$ cat src/rtl/seg7_pkg.sv
// Shared glyph constants and the nibble-to-segment decode used by the scan driver.
// Segment order is {a,b,c,d,e,f,g}, active-low.
`timescale 1ns/1ps
package seg7_pkg;

  localparam logic [6:0] SEG_0     = 7'b0000001;
  localparam logic [6:0] SEG_1     = 7'b1001111;
  localparam logic [6:0] SEG_2     = 7'b0010010;
  localparam logic [6:0] SEG_3     = 7'b0000110;
  localparam logic [6:0] SEG_4     = 7'b1001100;
  localparam logic [6:0] SEG_5     = 7'b0100100;
  localparam logic [6:0] SEG_6     = 7'b0100000;
  localparam logic [6:0] SEG_7     = 7'b0001101;
  localparam logic [6:0] SEG_8     = 7'b0000000;
  localparam logic [6:0] SEG_9     = 7'b0000100;
  localparam logic [6:0] SEG_A     = 7'b0001000;
  localparam logic [6:0] SEG_B     = 7'b1100000;
  localparam logic [6:0] SEG_C     = 7'b0110001;
  localparam logic [6:0] SEG_D     = 7'b1000010;
  localparam logic [6:0] SEG_E     = 7'b0110000;
  localparam logic [6:0] SEG_F     = 7'b0111000;
  localparam logic [6:0] SEG_BLANK = 7'h7F;
  localparam logic [6:0] SEG_DASH  = 7'b1111110;

  // Segment pattern plus decimal point for one digit slot, both active-low.
  typedef struct packed {
    logic [6:0] seg;
    logic       dp;
  } seg7_drive_t;

  function automatic logic [6:0] seg7_decode(input logic [3:0] nibble, input logic hex_mode);
    logic [6:0] v_seg;
    case (nibble)
      4'h0:    v_seg = SEG_0;
      4'h1:    v_seg = SEG_1;
      4'h2:    v_seg = SEG_2;
      4'h3:    v_seg = SEG_3;
      4'h4:    v_seg = SEG_4;
      4'h5:    v_seg = SEG_5;
      4'h6:    v_seg = SEG_6;
      4'h7:    v_seg = SEG_7;
      4'h8:    v_seg = SEG_8;
      4'h9:    v_seg = SEG_9;
      4'hA:    v_seg = SEG_A;
      4'hB:    v_seg = SEG_B;
      4'hC:    v_seg = SEG_C;
      4'hD:    v_seg = SEG_D;
      4'hE:    v_seg = SEG_E;
      default: v_seg = SEG_F;
    endcase
    if (!hex_mode && nibble > 4'h9) begin
      v_seg = SEG_DASH;
    end
    return v_seg;
  endfunction

endpackage

$ cat src/rtl/seg7_glyph.sv
// Combinational glyph lookup for the currently scanned nibble.
`timescale 1ns/1ps
module seg7_glyph
  import seg7_pkg::*;
(
  input  logic [3:0] i_nibble,
  input  logic       i_hex_mode,
  output logic [6:0] o_seg
);

  assign o_seg = seg7_decode(i_nibble, i_hex_mode);

endmodule

$ cat src/rtl/seg7_scan_driver.sv
// Time-multiplexed N-digit 7-segment driver: prescaled digit scan, per-frame input
// snapshot, leading-zero blanking, blink and registered active-low pin outputs.
`timescale 1ns/1ps
module seg7_scan_driver
  import seg7_pkg::*;
#(
  parameter int N_DIGITS     = 4,
  parameter int PRESCALE     = 50000,
  parameter int BLINK_FRAMES = 64,
  parameter int HEX_MODE     = 1,
  parameter int LZ_BLANK     = 1
) (
  input  logic                  clk,
  input  logic                  reset,
  input  logic                  enable,
  input  logic [4*N_DIGITS-1:0] digits,
  input  logic [N_DIGITS-1:0]   dp_in,
  input  logic [N_DIGITS-1:0]   blink_mask,
  output logic [6:0]            seg_out,
  output logic                  dp_out,
  output logic [N_DIGITS-1:0]   an_out,
  output logic                  frame_done
);

  localparam int PW = (PRESCALE > 1) ? $clog2(PRESCALE) : 1;
  localparam int IW = (N_DIGITS > 1) ? $clog2(N_DIGITS) : 1;
  localparam int BW = (BLINK_FRAMES > 1) ? $clog2(BLINK_FRAMES) : 1;

  localparam logic [PW-1:0] PRESC_LAST = PW'(PRESCALE - 1);
  localparam logic [IW-1:0] IDX_LAST   = IW'(N_DIGITS - 1);
  localparam logic [BW-1:0] BLINK_LAST = BW'(BLINK_FRAMES - 1);
  localparam logic          HEX_BIT    = (HEX_MODE != 0);

  logic [PW-1:0]         r_presc;
  logic [IW-1:0]         r_idx;
  logic [BW-1:0]         r_blink_cnt;
  logic                  r_phase;
  logic [4*N_DIGITS-1:0] r_dig_snap;
  logic [N_DIGITS-1:0]   r_dp_snap;
  logic [6:0]            r_seg;
  logic                  r_dp;
  logic [N_DIGITS-1:0]   r_an;
  logic                  r_frame_done;

  logic                  w_tick;
  logic                  w_wrap;
  logic [N_DIGITS-1:0]   w_lz;
  logic [3:0]            w_nib;
  logic                  w_sel_lz;
  logic                  w_sel_blink;
  logic                  w_sel_dp;
  logic [N_DIGITS-1:0]   w_an_nxt;
  logic [6:0]            w_glyph;
  seg7_drive_t           w_drv_nxt;

  assign w_tick = (r_presc == PRESC_LAST);
  assign w_wrap = w_tick && (r_idx == IDX_LAST);

  // Scan timing: prescaler, digit index and blink phase run regardless of enable.
  always_ff @(posedge clk or posedge reset) begin
    if (reset) begin
      r_presc     <= '0;
      r_idx       <= '0;
      r_blink_cnt <= '0;
      r_phase     <= 1'b0;
    end else begin
      r_presc <= w_tick ? '0 : r_presc + 1'b1;
      if (w_tick) begin
        r_idx <= (r_idx == IDX_LAST) ? '0 : r_idx + 1'b1;
      end
      if (w_wrap) begin
        if (r_blink_cnt == BLINK_LAST) begin
          r_blink_cnt <= '0;
          r_phase     <= ~r_phase;
        end else begin
          r_blink_cnt <= r_blink_cnt + 1'b1;
        end
      end
    end
  end

  // Inputs are captured only at the frame wrap so a frame never mixes old and new values.
  always_ff @(posedge clk or posedge reset) begin
    if (reset) begin
      r_dig_snap   <= '0;
      r_dp_snap    <= '0;
      r_frame_done <= 1'b0;
    end else begin
      if (w_wrap) begin
        r_dig_snap <= digits;
        r_dp_snap  <= dp_in;
      end
      r_frame_done <= w_wrap;
    end
  end

  // Walk from the most significant digit down; a digit is blank while every digit at or above it is zero.
  always_comb begin : lz_mask
    logic v_run;
    v_run = 1'b1;
    w_lz  = '0;
    for (int i = N_DIGITS - 1; i >= 0; i--) begin
      v_run = v_run & (r_dig_snap[4*i +: 4] == 4'h0);
      if (LZ_BLANK != 0 && i > 0) begin
        w_lz[i] = v_run;
      end
    end
  end

  always_comb begin
    w_nib       = '0;
    w_sel_lz    = 1'b0;
    w_sel_blink = 1'b0;
    w_sel_dp    = 1'b0;
    w_an_nxt    = '1;
    for (int i = 0; i < N_DIGITS; i++) begin
      if (int'(r_idx) == i) begin
        w_nib       = r_dig_snap[4*i +: 4];
        w_sel_lz    = w_lz[i];
        w_sel_blink = blink_mask[i] & r_phase;
        w_sel_dp    = r_dp_snap[i];
        w_an_nxt[i] = 1'b0;
      end
    end
  end

  seg7_glyph u_glyph (
    .i_nibble   (w_nib),
    .i_hex_mode (HEX_BIT),
    .o_seg      (w_glyph)
  );

  // A leading-zero blank keeps its decimal point; a blinked-off digit loses it.
  always_comb begin
    w_drv_nxt.seg = SEG_BLANK;
    w_drv_nxt.dp  = 1'b1;
    if (enable) begin
      if (!(w_sel_lz || w_sel_blink)) begin
        w_drv_nxt.seg = w_glyph;
      end
      w_drv_nxt.dp = ~(w_sel_dp & ~w_sel_blink);
    end
  end

  always_ff @(posedge clk or posedge reset) begin
    if (reset) begin
      r_seg <= SEG_BLANK;
      r_dp  <= 1'b1;
      r_an  <= '1;
    end else begin
      r_seg <= w_drv_nxt.seg;
      r_dp  <= w_drv_nxt.dp;
      r_an  <= enable ? w_an_nxt : '1;
    end
  end

  assign seg_out    = r_seg;
  assign dp_out     = r_dp;
  assign an_out     = r_an;
  assign frame_done = r_frame_done;

endmodule

$ cat config.mk
export PLATFORM = sky130hd
export DESIGN_NAME = seg7_scan_driver
export DESIGN_NICKNAME = d
export VERILOG_FILES = /design/src/rtl/seg7_pkg.sv /design/src/rtl/seg7_glyph.sv /design/src/rtl/seg7_scan_driver.sv
export SDC_FILE = /design/constraint.sdc
export NUM_CORES = 1
export LEC_CHECK = 0
export BUFFER_PORTS_ARGS = -buffer_cell sky130_fd_sc_hd__buf_2
export CAP_MARGIN = 20
export CORE_ASPECT_RATIO = 0.8
export CORE_UTILIZATION = 45
export DETAILED_ROUTE_END_ITERATION = 8
export PLACE_DENSITY = 0.75
export SYNTH_ARGS = -nofsm -noshare
export SYNTH_HDL_FRONTEND = slang
export SYNTH_SLANG_ARGS = --single-unit
$ cat constraint.sdc
create_clock -name clk -period 7 [get_ports clk]
set_clock_uncertainty 0.1 [all_clocks]
set_input_delay 2.1 -clock clk [delete_from_list [all_inputs] [get_ports clk]]
set_output_delay 2.1 -clock clk [all_outputs]
set_load 0.03 [all_outputs]
## Yosys cells after proc, flatten, opt, wreduce, memory -nomap -nowiden

Memory sizes are Yosys's and may differ from the RTL's.
Index checks and enable logic that the tools add are counted.

| word-level totals | value |
|---|---|
| register bits | 58 |
| bits in read-only memories | 112 |
| input port bits | 27 |
| output and inout bits | 13 |
| logic and storage cells | 62 |
| memories kept | 1 |

Memories:

| name | depth | width | read ports | clocked after Yosys merged registers in | wr ports | RTL line | source |
|---|---|---|---|---|---|---|---|
| (name not given) | 16 | 7 | 1 | 0 | 0 | seg7_pkg.sv:33 | `case (nibble)` |

| operators by class | value |
|---|---|
| $add $sub $neg | 3 |
| equality and inequality tests | 6 |
| multiplexer cells | 25 |
| bitwise logic cells | 10 |
| reductions and logical operators | 7 |

Operators by type and width:

| kind | number |
|---|---|
| $mux W4 | 5 |
| $add A16 B1 Y16 const B | 1 |
| $eq A16 B16 Y1 const B | 1 |
| $mux W16 | 1 |
| $mux W1 | 15 |
| $logic_not A4 Y1 | 3 |
| $mux W8 | 1 |
| $and A1 B1 Y1 | 7 |
| $mux W7 | 1 |
| $add A6 B1 Y6 const B | 1 |
| $eq A2 B2 Y1 const B | 3 |
| $eq A6 B6 Y1 const B | 1 |
| $mux W6 | 1 |
| $not A1 Y1 | 3 |
| $add A2 B1 Y2 const B | 1 |
| $eq A2 B1 Y1 const B | 1 |
| $logic_not A2 Y1 | 1 |
| $mux W2 | 1 |
| $reduce_and A2 Y1 | 1 |
| $logic_and A1 B1 Y1 | 1 |
| $logic_or A1 B1 Y1 | 1 |

## Logic depth before layout (Yosys ltp)

Gate-level depths: netlist (run 1).

| logic depth | value |
|---|---|
| word-level depth | 9 |
| gate-level depth with buffers | 11 |
| mapped depth without buffers | 10 |

## Modules after synthesis

Synthesis (run 1) repeated with hierarchy kept, for this count alone.

| unflattened totals | value |
|---|---|
| cells, all modules | 275 |
| area total of the unflattened synthesis | 3080.5 um2 |

By module, submodules not included:

| module | instances | cells each | area each (um2) | sequential area each (um2) |
|---|---|---|---|---|
| seg7_scan_driver | 1 | 230 | 2760.1 | 1466.4 |
| seg7_glyph | 1 | 45 | 320.3 | 0.0 |

## Worst setup path after synthesis (run 1)

Ideal clock, no wire load.

| path | value |
|---|---|
| path type | input-to-reg |
| start | input port blink_mask[2] |
| end | register r_seg[1] (netlist: seg_out[1]) |
| library setup time | 116 ps |
| arrival time | 3096 ps |
| data required time | 6784 ps |
| setup slack | 3688 ps |
| stages | 4 |
| path buffers | 0 |
| cell sequence | o311ai_0 a31oi_1 nor3b_1 o221ai_1 |

RTL lines:

| item | RTL line | source |
|---|---|---|
| start, declared | seg7_scan_driver.sv:18 | `input logic [N_DIGITS-1:0] blink_mask,` |
| end signal, assigned | seg7_scan_driver.sv:151 | `r_seg <= w_drv_nxt.seg;` |
| end, declared | seg7_scan_driver.sv:40 | `logic [6:0] r_seg;` |

==> flow_summary.rst, run 1 <==
.. list-table::
   :header-rows: 1

   * - Metric
     - Value
   * - Run status
     - completed
   * - Highest cell delay on the worst timing path
     - approximately 630 ps
   * - Final Total Pwr
     - 0.000631 W
   * - Standard-cell row count
     - 25
   * - Final-layout setup total negative slack
     - 0 ps
   * - CTS Hold Bufs
     - 0
   * - Source-to-sink clock delay at the later pin of the worst-skew pair
     - approximately 340 ps
   * - Dominant cell type by area after synthesis
     - sky130_fd_sc_hd__dfrtp_1
   * - P_leak
     - approximately 1.5 nW
   * - Share of the clock period used by the worst path after layout
     - 0.483
   * - DIE AREA
     - 6600 um^2
   * - Share of Yosys cell area claimed by the top area cell type
     - 0.407
   * - Post-Route Hold Slack
     - 381 ps
   * - Largest net degree at the start of global routing
     - 59
   * - # Post-CTS Setup Buffers
     - 0
   * - Core region area
     - between 5000 and 6000 um^2
   * - Final worst path period need
     - 3380 ps
   * - Max-slew headroom
     - 0.355
   * - Number of global-route vias before repair
     - between 2000 and 2500
   * - Vias/cell
     - 5.04
   * - Total iterations of the first detailed-routing run
     - 4
   * - Syn-to-layout area delta
     - 15.1%
   * - Power per Cell Area
     - roughly 190 nW/um^2
   * - First DRT Iteration DRCs
     - 118
   * - DRC violation count after routing
     - 0
   * - Synthesized cell area
     - roughly 2800 um^2
   * - Cells after synthesis
     - 293
   * - Number of nets in the layout
     - ~370
   * - Share of final-layout standard cells stronger than drive strength 1
     - 0.221
   * - Height of the die
     - roughly 73 um
   * - CP startpoint kind
     - primary input
   * - Net count after synthesis
     - 331
   * - Post-synth EDFFs
     - 0
   * - Detail Placement HPWL
     - 3840 um
   * - Most used flip-flop cell after synthesis
     - sky130_fd_sc_hd__dfrtp_1
   * - Number of storage elements in the synthesis netlist
     - 58
   * - Overflow left after global routing
     - 0
   * - Number of antenna-violating nets in the routed design
     - 0
   * - Worst R2R Setup Slack
     - 3950 ps
   * - Clock buffer count from CTS
     - 9
   * - Sequence of cells on the critical path
     - buf_2, o311ai_0, a31oi_1, nor3b_1, o221ai_1
   * - Max IR drop VDD
     - 0.000150 V
   * - Die outline width
     - between 90 and 100 um
   * - Wire length per cell after detailed routing
     - 13.0 um
   * - Fill count
     - 538
   * - GR Util All Layers
     - 0.188
   * - F_max
     - 296 MHz
   * - Worst Setup End Kind
     - flop
   * - Area after DPL
     - 3080 um^2
   * - Required time at the endpoint of the critical path
     - approximately 7000 ps
   * - Clock Path Buffers
     - 2
   * - Worst-path maximum fanout
     - 7
   * - Worst Hold Class
     - flop to flop
   * - Final Hold Violating Endpoints
     - 0
   * - Number of max-capacitance violations reported
     - 0
   * - Initial core utilization
     - 0.473
   * - Hold Path Stages
     - 1
   * - Antenna cells
     - 0
   * - Total buffers and inverters traversed by the critical path
     - 1
   * - Global-route wire length before repair
     - 9450 um
   * - Worst endpoint data arrival time
     - 3490 ps
   * - Cell at the root of the clock tree
     - sky130_fd_sc_hd__clkbuf_8
   * - Cells taking the most area after synthesis
     - sky130_fd_sc_hd__dfrtp_1, sky130_fd_sc_hd__nand2_1, sky130_fd_sc_hd__dfstp_2, sky130_fd_sc_hd__ha_1, sky130_fd_sc_hd__xnor2_1
   * - Number of vias after detailed routing
     - about 2100
   * - Share of flip-flops with an asynchronous set or reset after synthesis
     - 1.00
   * - Clock transition time at the flip-flop clock pins of the worst setup and hold paths
     - 60 ps
   * - H-tree levels
     - 3
   * - Final weighted congestion in routability-driven placement
     - 0.785
   * - Final Instance Area
     - 3250 um^2
   * - Number of top-level pins
     - 40
   * - Total Wirelength
     - 5450 um
   * - Cell depth of the worst setup path
     - 5
   * - Storage element area
     - roughly 1500 um^2
   * - Number of antenna violations at the first check in global routing
     - 0
   * - TritonCTS clock tree
     - yes
   * - Number of warnings issued by yosys
     - 0
   * - Total of cells resized after clock tree synthesis
     - 0
   * - Post-synth top cells
     - sky130_fd_sc_hd__nand2_1, sky130_fd_sc_hd__dfrtp_1, sky130_fd_sc_hd__nor2_1
   * - Share of the yosys chip area belonging to registers
     - 0.519
   * - Final slew viol count
     - 0
   * - Unrepaired setup endpoints after global routing
     - no
   * - PortBufs
     - 39
   * - Transition time at the pin with the least slew margin
     - ~960 ps
   * - Mean cell area of the mapped netlist
     - 9.65 um^2
   * - Family with the most delay on the worst path
     - compound AO/OA/AOI/OAI gates
   * - Worst setup path category
     - primary input to flop
   * - Length in cells of the worst reg-to-reg path
     - 6
   * - Cell with the most instances after synthesis
     - sky130_fd_sc_hd__nand2_1
   * - Multi-input combinational cell area
     - 1270 um^2
   * - Final setup fails
     - 0
   * - Num Clock Sinks
     - 58
   * - Slowest library cell on the worst path
     - sky130_fd_sc_hd__nor3b_1
   * - Post-synth cell types
     - 43
==> worst reg2reg max path, delay by kind of cell (launching register included) <==
family / cells / cell delay, ps
simple gates: 3 / 1640
compound gates: 2 / 360
flops: 1 / 420
buf+inv: 1 / 420
==> cell type report <==
| class | count | share of cell area |
|---|---|---|
| clock buffer | 13 | 0.0488 |
| clock inverter | 3 | 0.00461 |
| inverter | 10 | 0.0119 |
| multi-input combinational | 215 | 0.391 |
| sequential | 58 | 0.451 |
| tap | 81 | 0.0311 |
| timing repair buffer | 40 | 0.0623 |
==> metrics by stage <==
step	worst slack, ps	std cells	utilization
global route	3510	420	0.545
CTS	3610	420	0.545
finish	3620	420	0.545
floorplan	3390	293	-
detailed placement	3240	404	0.516
global placement	3310	404	0.516
==> flip-flops by register name (all words and copies together), names as in the netlist <==
signal	cells
an_out	4
dp_out	1
frame_done	1
r_blink_cnt	6
r_dig_snap	16
r_dp_snap	4
r_idx	2
r_phase	1
r_presc	16
seg_out	7
==> cell families (layout without fill, tap and decap cells) <==
logic type	after synthesis	after routing	share of synthesized area
muxes	6	6	0.0221
DFF	58	58	0.519
buffers and inverters	20	66	0.0314
and+or+nand+nor	150	150	0.252
xor gates and xnor gates	16	16	0.0496
adders and majority gates	11	11	0.0487
AOI/OAI and AO/OA	32	32	0.0770
==> cells in the final DEF (no fill, tap or decap), types with 3 or more instances in the layout <==
master and instances:
sky130_fd_sc_hd__o211ai_1 4, sky130_fd_sc_hd__buf_2 39, sky130_fd_sc_hd__nand3b_1 5, sky130_fd_sc_hd__mux2i_1 4, sky130_fd_sc_hd__dfstp_2 12, sky130_fd_sc_hd__a21oi_1 6
sky130_fd_sc_hd__clkinv_2 4, sky130_fd_sc_hd__inv_1 8, sky130_fd_sc_hd__nor2b_1 5, sky130_fd_sc_hd__nand3_1 10, sky130_fd_sc_hd__clkbuf_8 11, sky130_fd_sc_hd__nor2_1 14
sky130_fd_sc_hd__nor3b_1 4, sky130_fd_sc_hd__dfrtp_1 46, sky130_fd_sc_hd__nand2_1 88, sky130_fd_sc_hd__xnor2_1 8, sky130_fd_sc_hd__nor3_1 3, sky130_fd_sc_hd__o21ai_0 8
sky130_fd_sc_hd__nand2b_1 5, sky130_fd_sc_hd__nor4_1 3, sky130_fd_sc_hd__xor2_1 8, sky130_fd_sc_hd__and3_1 3, sky130_fd_sc_hd__ha_1 11, sky130_fd_sc_hd__o311ai_0 3
==> power breakdown <==
part           switching [W]  internal [W]  total [W]
registers        0.000000363      0.000339   0.000339
clock network       0.000125      0.000146   0.000271
logic              0.0000139    0.00000763  0.0000216
total               0.000139      0.000492   0.000631
==> metal layers <==
| layer | GRT usage | routed length, um | share of wire | vias up |
|---|---|---|---|---|
| li1 | - | - | - | 1067 |
| met1 | 0.242 | 2730 | 0.50 | 1001 |
| met2 | 0.292 | 2350 | 0.43 | 45 |
| met3 | 0.0771 | 318 | 0.058 | 5 |
| met4 | 0.0591 | 61 | 0.011 | 0 |
| met5 | 0 | 0 | 0 | - |
==> worst paths after layout <==
check / start / to
min in group asynchronous: reset / r_presc[15]
max in group asynchronous: reset / r_dp_snap[0]
worst max register to register: r_presc[7] / r_blink_cnt[5]
worst min-delay path: r_phase / r_phase
worst max-delay path: blink_mask[2] / seg_out[5]
worst min register to register: r_phase / r_phase
No activity file was read; power rests on OpenSTA's default activity.
==> inputs of run 2 (changes only) <==
--- a/config.mk
+++ b/config.mk
@@ -10,7 +10,7 @@
 export CORE_ASPECT_RATIO = 0.8
 export CORE_UTILIZATION = 45
 export DETAILED_ROUTE_END_ITERATION = 8
-export PLACE_DENSITY = 0.75
+export PLACE_DENSITY = 0.78
 export SYNTH_ARGS = -nofsm -noshare
 export SYNTH_HDL_FRONTEND = slang
 export SYNTH_SLANG_ARGS = --single-unit
==> constraint.sdc (replaced) <==
create_clock -name clk -period 2.94 [get_ports clk]
set_clock_uncertainty 0.1 [all_clocks]
set_input_delay 0.882 -clock clk [delete_from_list [all_inputs] [get_ports clk]]
set_output_delay 0.882 -clock clk [all_outputs]
set_load 0.03 [all_outputs]
==> run 2 against run 1 <==
Net effect:
- highest routed layer unchanged
- first-iteration DRC count is 2.5% higher
- power grew to 2.8 times the previous value
- final cell count increased by 0.71%
- non-clock buffer count is 3 higher
- global-route usage down 0.27 points
- critical endpoint is now seg_out[3]
- utilization rose by 1.9 points
- sequential share of layout area fell by 1.5 points
- flip-flop and latch count unchanged
- sequential power grew 140%
- critical path type is now flop to flop
- routed wire length decreased by 0.18%
==> flow_summary.rst, run 2 (same netlist as run 1, synthesis figures left out) <==
.. list-table::
   :header-rows: 1

   * - Metric
     - Value
   * - Required time at the endpoint of the critical path
     - 3130 ps
   * - Largest net degree at the start of global routing
     - 34
   * - Worst Setup End Kind
     - flop
   * - Final setup fails
     - 0
   * - Met2 routing resource usage after global routing
     - 0.277
   * - Core region area
     - 5970 um^2
   * - Overflow left after global routing
     - 0
   * - Total of cells resized after clock tree synthesis
     - 0
   * - DRC violation count after routing
     - 0
   * - Final cell count without fillers
     - 423
   * - Share of final-layout standard cells stronger than drive strength 1
     - 0.231
   * - Met3 Track Usage GR
     - 0.0698
   * - P_leak
     - 1.51 nW
   * - GR Util All Layers
     - 0.186
   * - Highest-utilization routing layer at the global route stage
     - met2
   * - Final worst path period need
     - around 2600 ps
   * - Detail Placement HPWL
     - 3950 um
   * - Clock buffer count from CTS
     - 9
   * - Vias/cell
     - 5.15
   * - Worst-path maximum fanout
     - 18
   * - Leading cell type in the layout, fill and taps excluded
     - sky130_fd_sc_hd__nand2_1
   * - Number of top-level pins
     - 40
   * - H-tree levels
     - 3
   * - Clock transition time at the flip-flop clock pins of the worst setup and hold paths
     - approximately 70 ps
   * - Source-to-sink clock delay at the later pin of the worst-skew pair
     - 340 ps
   * - Number of max-capacitance violations reported
     - 0
   * - Antenna cells
     - 0
   * - Number of nets in the layout
     - 375
   * - DIE AREA
     - 6600 um^2
   * - First DRT Iteration DRCs
     - 121
   * - PortBufs
     - 39
   * - Number of antenna violations at the first check in global routing
     - 0
   * - Run status
     - completed
   * - Commonest cells after routing, fill and taps aside
     - sky130_fd_sc_hd__nand2_1, sky130_fd_sc_hd__dfrtp_1, sky130_fd_sc_hd__buf_2
   * - CP startpoint kind
     - flop
   * - GR Layer Usage met1
     - 0.245
   * - Storage element area
     - 1470 um^2
   * - CTS Hold Bufs
     - 0
   * - Number of antenna-violating nets in the routed design
     - 0
   * - Initial core utilization
     - 0.473
   * - Power per Cell Area
     - ~530 nW/um^2
   * - Global-route wire length before repair
     - 9340 um
   * - Num Clock Sinks
     - 58
   * - # Post-CTS Setup Buffers
     - 0
   * - Fill count
     - 520
   * - Number of placed instances with taps included
     - 407
   * - Height of the die
     - ~73 um
   * - Worst setup path category
     - flop to flop
   * - Number of vias after detailed routing
     - 2178
   * - Unrepaired setup endpoints after global routing
     - no
   * - Final Hold Violating Endpoints
     - 0
   * - Share of the clock period used by the worst path after layout
     - 0.890
   * - Worst Hold Class
     - flop to flop
   * - F_max
     - 382 MHz
   * - Wire length per cell after detailed routing
     - 12.9 um
   * - Clock Path Buffers
     - 2
   * - Final weighted congestion in routability-driven placement
     - roughly 0.86
   * - Max IR drop VDD
     - 0.000243 V
   * - Syn-to-layout area delta
     - 19.2%
   * - Number of global-route vias before repair
     - 2017
   * - Standard-cell row count
     - 25
   * - Final-layout setup total negative slack
     - 0 ps
   * - Max-slew headroom
     - 0.604
   * - Final slew viol count
     - 0
   * - Total Wirelength
     - about 5400 um
   * - TritonCTS clock tree
     - yes
   * - Worst endpoint data arrival time
     - 2810 ps
   * - Total iterations of the first detailed-routing run
     - 4
   * - Transition time at the pin with the least slew margin
     - 584 ps
   * - Cell at the root of the clock tree
     - sky130_fd_sc_hd__clkbuf_8
   * - Die outline width
     - 90.6 um
   * - Multi-input combinational cell area
     - 1270 um^2
## run 2: final timing paths
path | depth (start not counted) | endpoint | slack [ps] | startpoint
min in group asynchronous | 2 | r_presc[13] | 480 | reset
min reg2reg | 2 | r_dp_snap[1] | 380 | r_dp_snap[1]
max | 9 | seg_out[3] | 320 | r_idx[0]
max in group asynchronous | 3 | seg_out[3] | 1640 | reset
max reg2reg | 9 | seg_out[3] | 320 | r_idx[0]
min | 2 | r_dp_snap[1] | 380 | r_dp_snap[1]
## run 2: critical path, stage by stage (launching register included)
cell	delay, ps
sky130_fd_sc_hd__dfrtp_1	410
sky130_fd_sc_hd__ha_1	410
sky130_fd_sc_hd__nor2_1	370
sky130_fd_sc_hd__o211ai_1	190
sky130_fd_sc_hd__o311ai_1	200
sky130_fd_sc_hd__inv_1	150
sky130_fd_sc_hd__ha_1	320
sky130_fd_sc_hd__mux2i_1	70
sky130_fd_sc_hd__mux2_2	280
sky130_fd_sc_hd__nand2_1	60
## run 2: per-layer routing
metal / vias up / part of all wire
met5: - / 0
met4: 0 / 0.017
met3: 12 / 0.067
met2: 57 / 0.44
met1: 1035 / 0.47
li1: 1074 / -
## run 2: through the flow
| step | hold slack [ps] | setup WS, ps | area [um^2] | util | total power, W |
|---|---|---|---|---|---|
| 6_report | 382 | 324 | 3370 | 0.564 | 0.00178 |
| 5_1_grt | 406 | 14.9 | 3370 | 0.564 | 0.00184 |
| 4_1_cts | 385 | 184 | 3370 | 0.564 | 0.00180 |
| 3_5_place_dp | 363 | 215 | 3120 | 0.521 | 0.000877 |
| 3_3_place_gp | 366 | 408 | 3120 | 0.521 | 0.000877 |
| 2_1_floorplan | 339 | 550 | 2830 | - | 0.000846 |
## run 2: power by group
group	total, W	switching (W)	leakage, nW	internal (W)
logic	0.0000548	0.0000339	0.738	0.0000208
registers	0.000807	0.000000761	0.650	0.000806
clock network	0.000915	0.000306	0.123	0.000609
total	0.00178	0.000340	1.51	0.00144
## run 2: cell type report
cell class / count / area share
Tap cell: 81 / 0.0301
Inverter: 10 / 0.0115
Clock inverter: 4 / 0.0290
Timing Repair Buffer: 43 / 0.0706
Sequential cell: 58 / 0.435
Clock buffer: 12 / 0.0461
Multi-Input combinational cell: 215 / 0.377
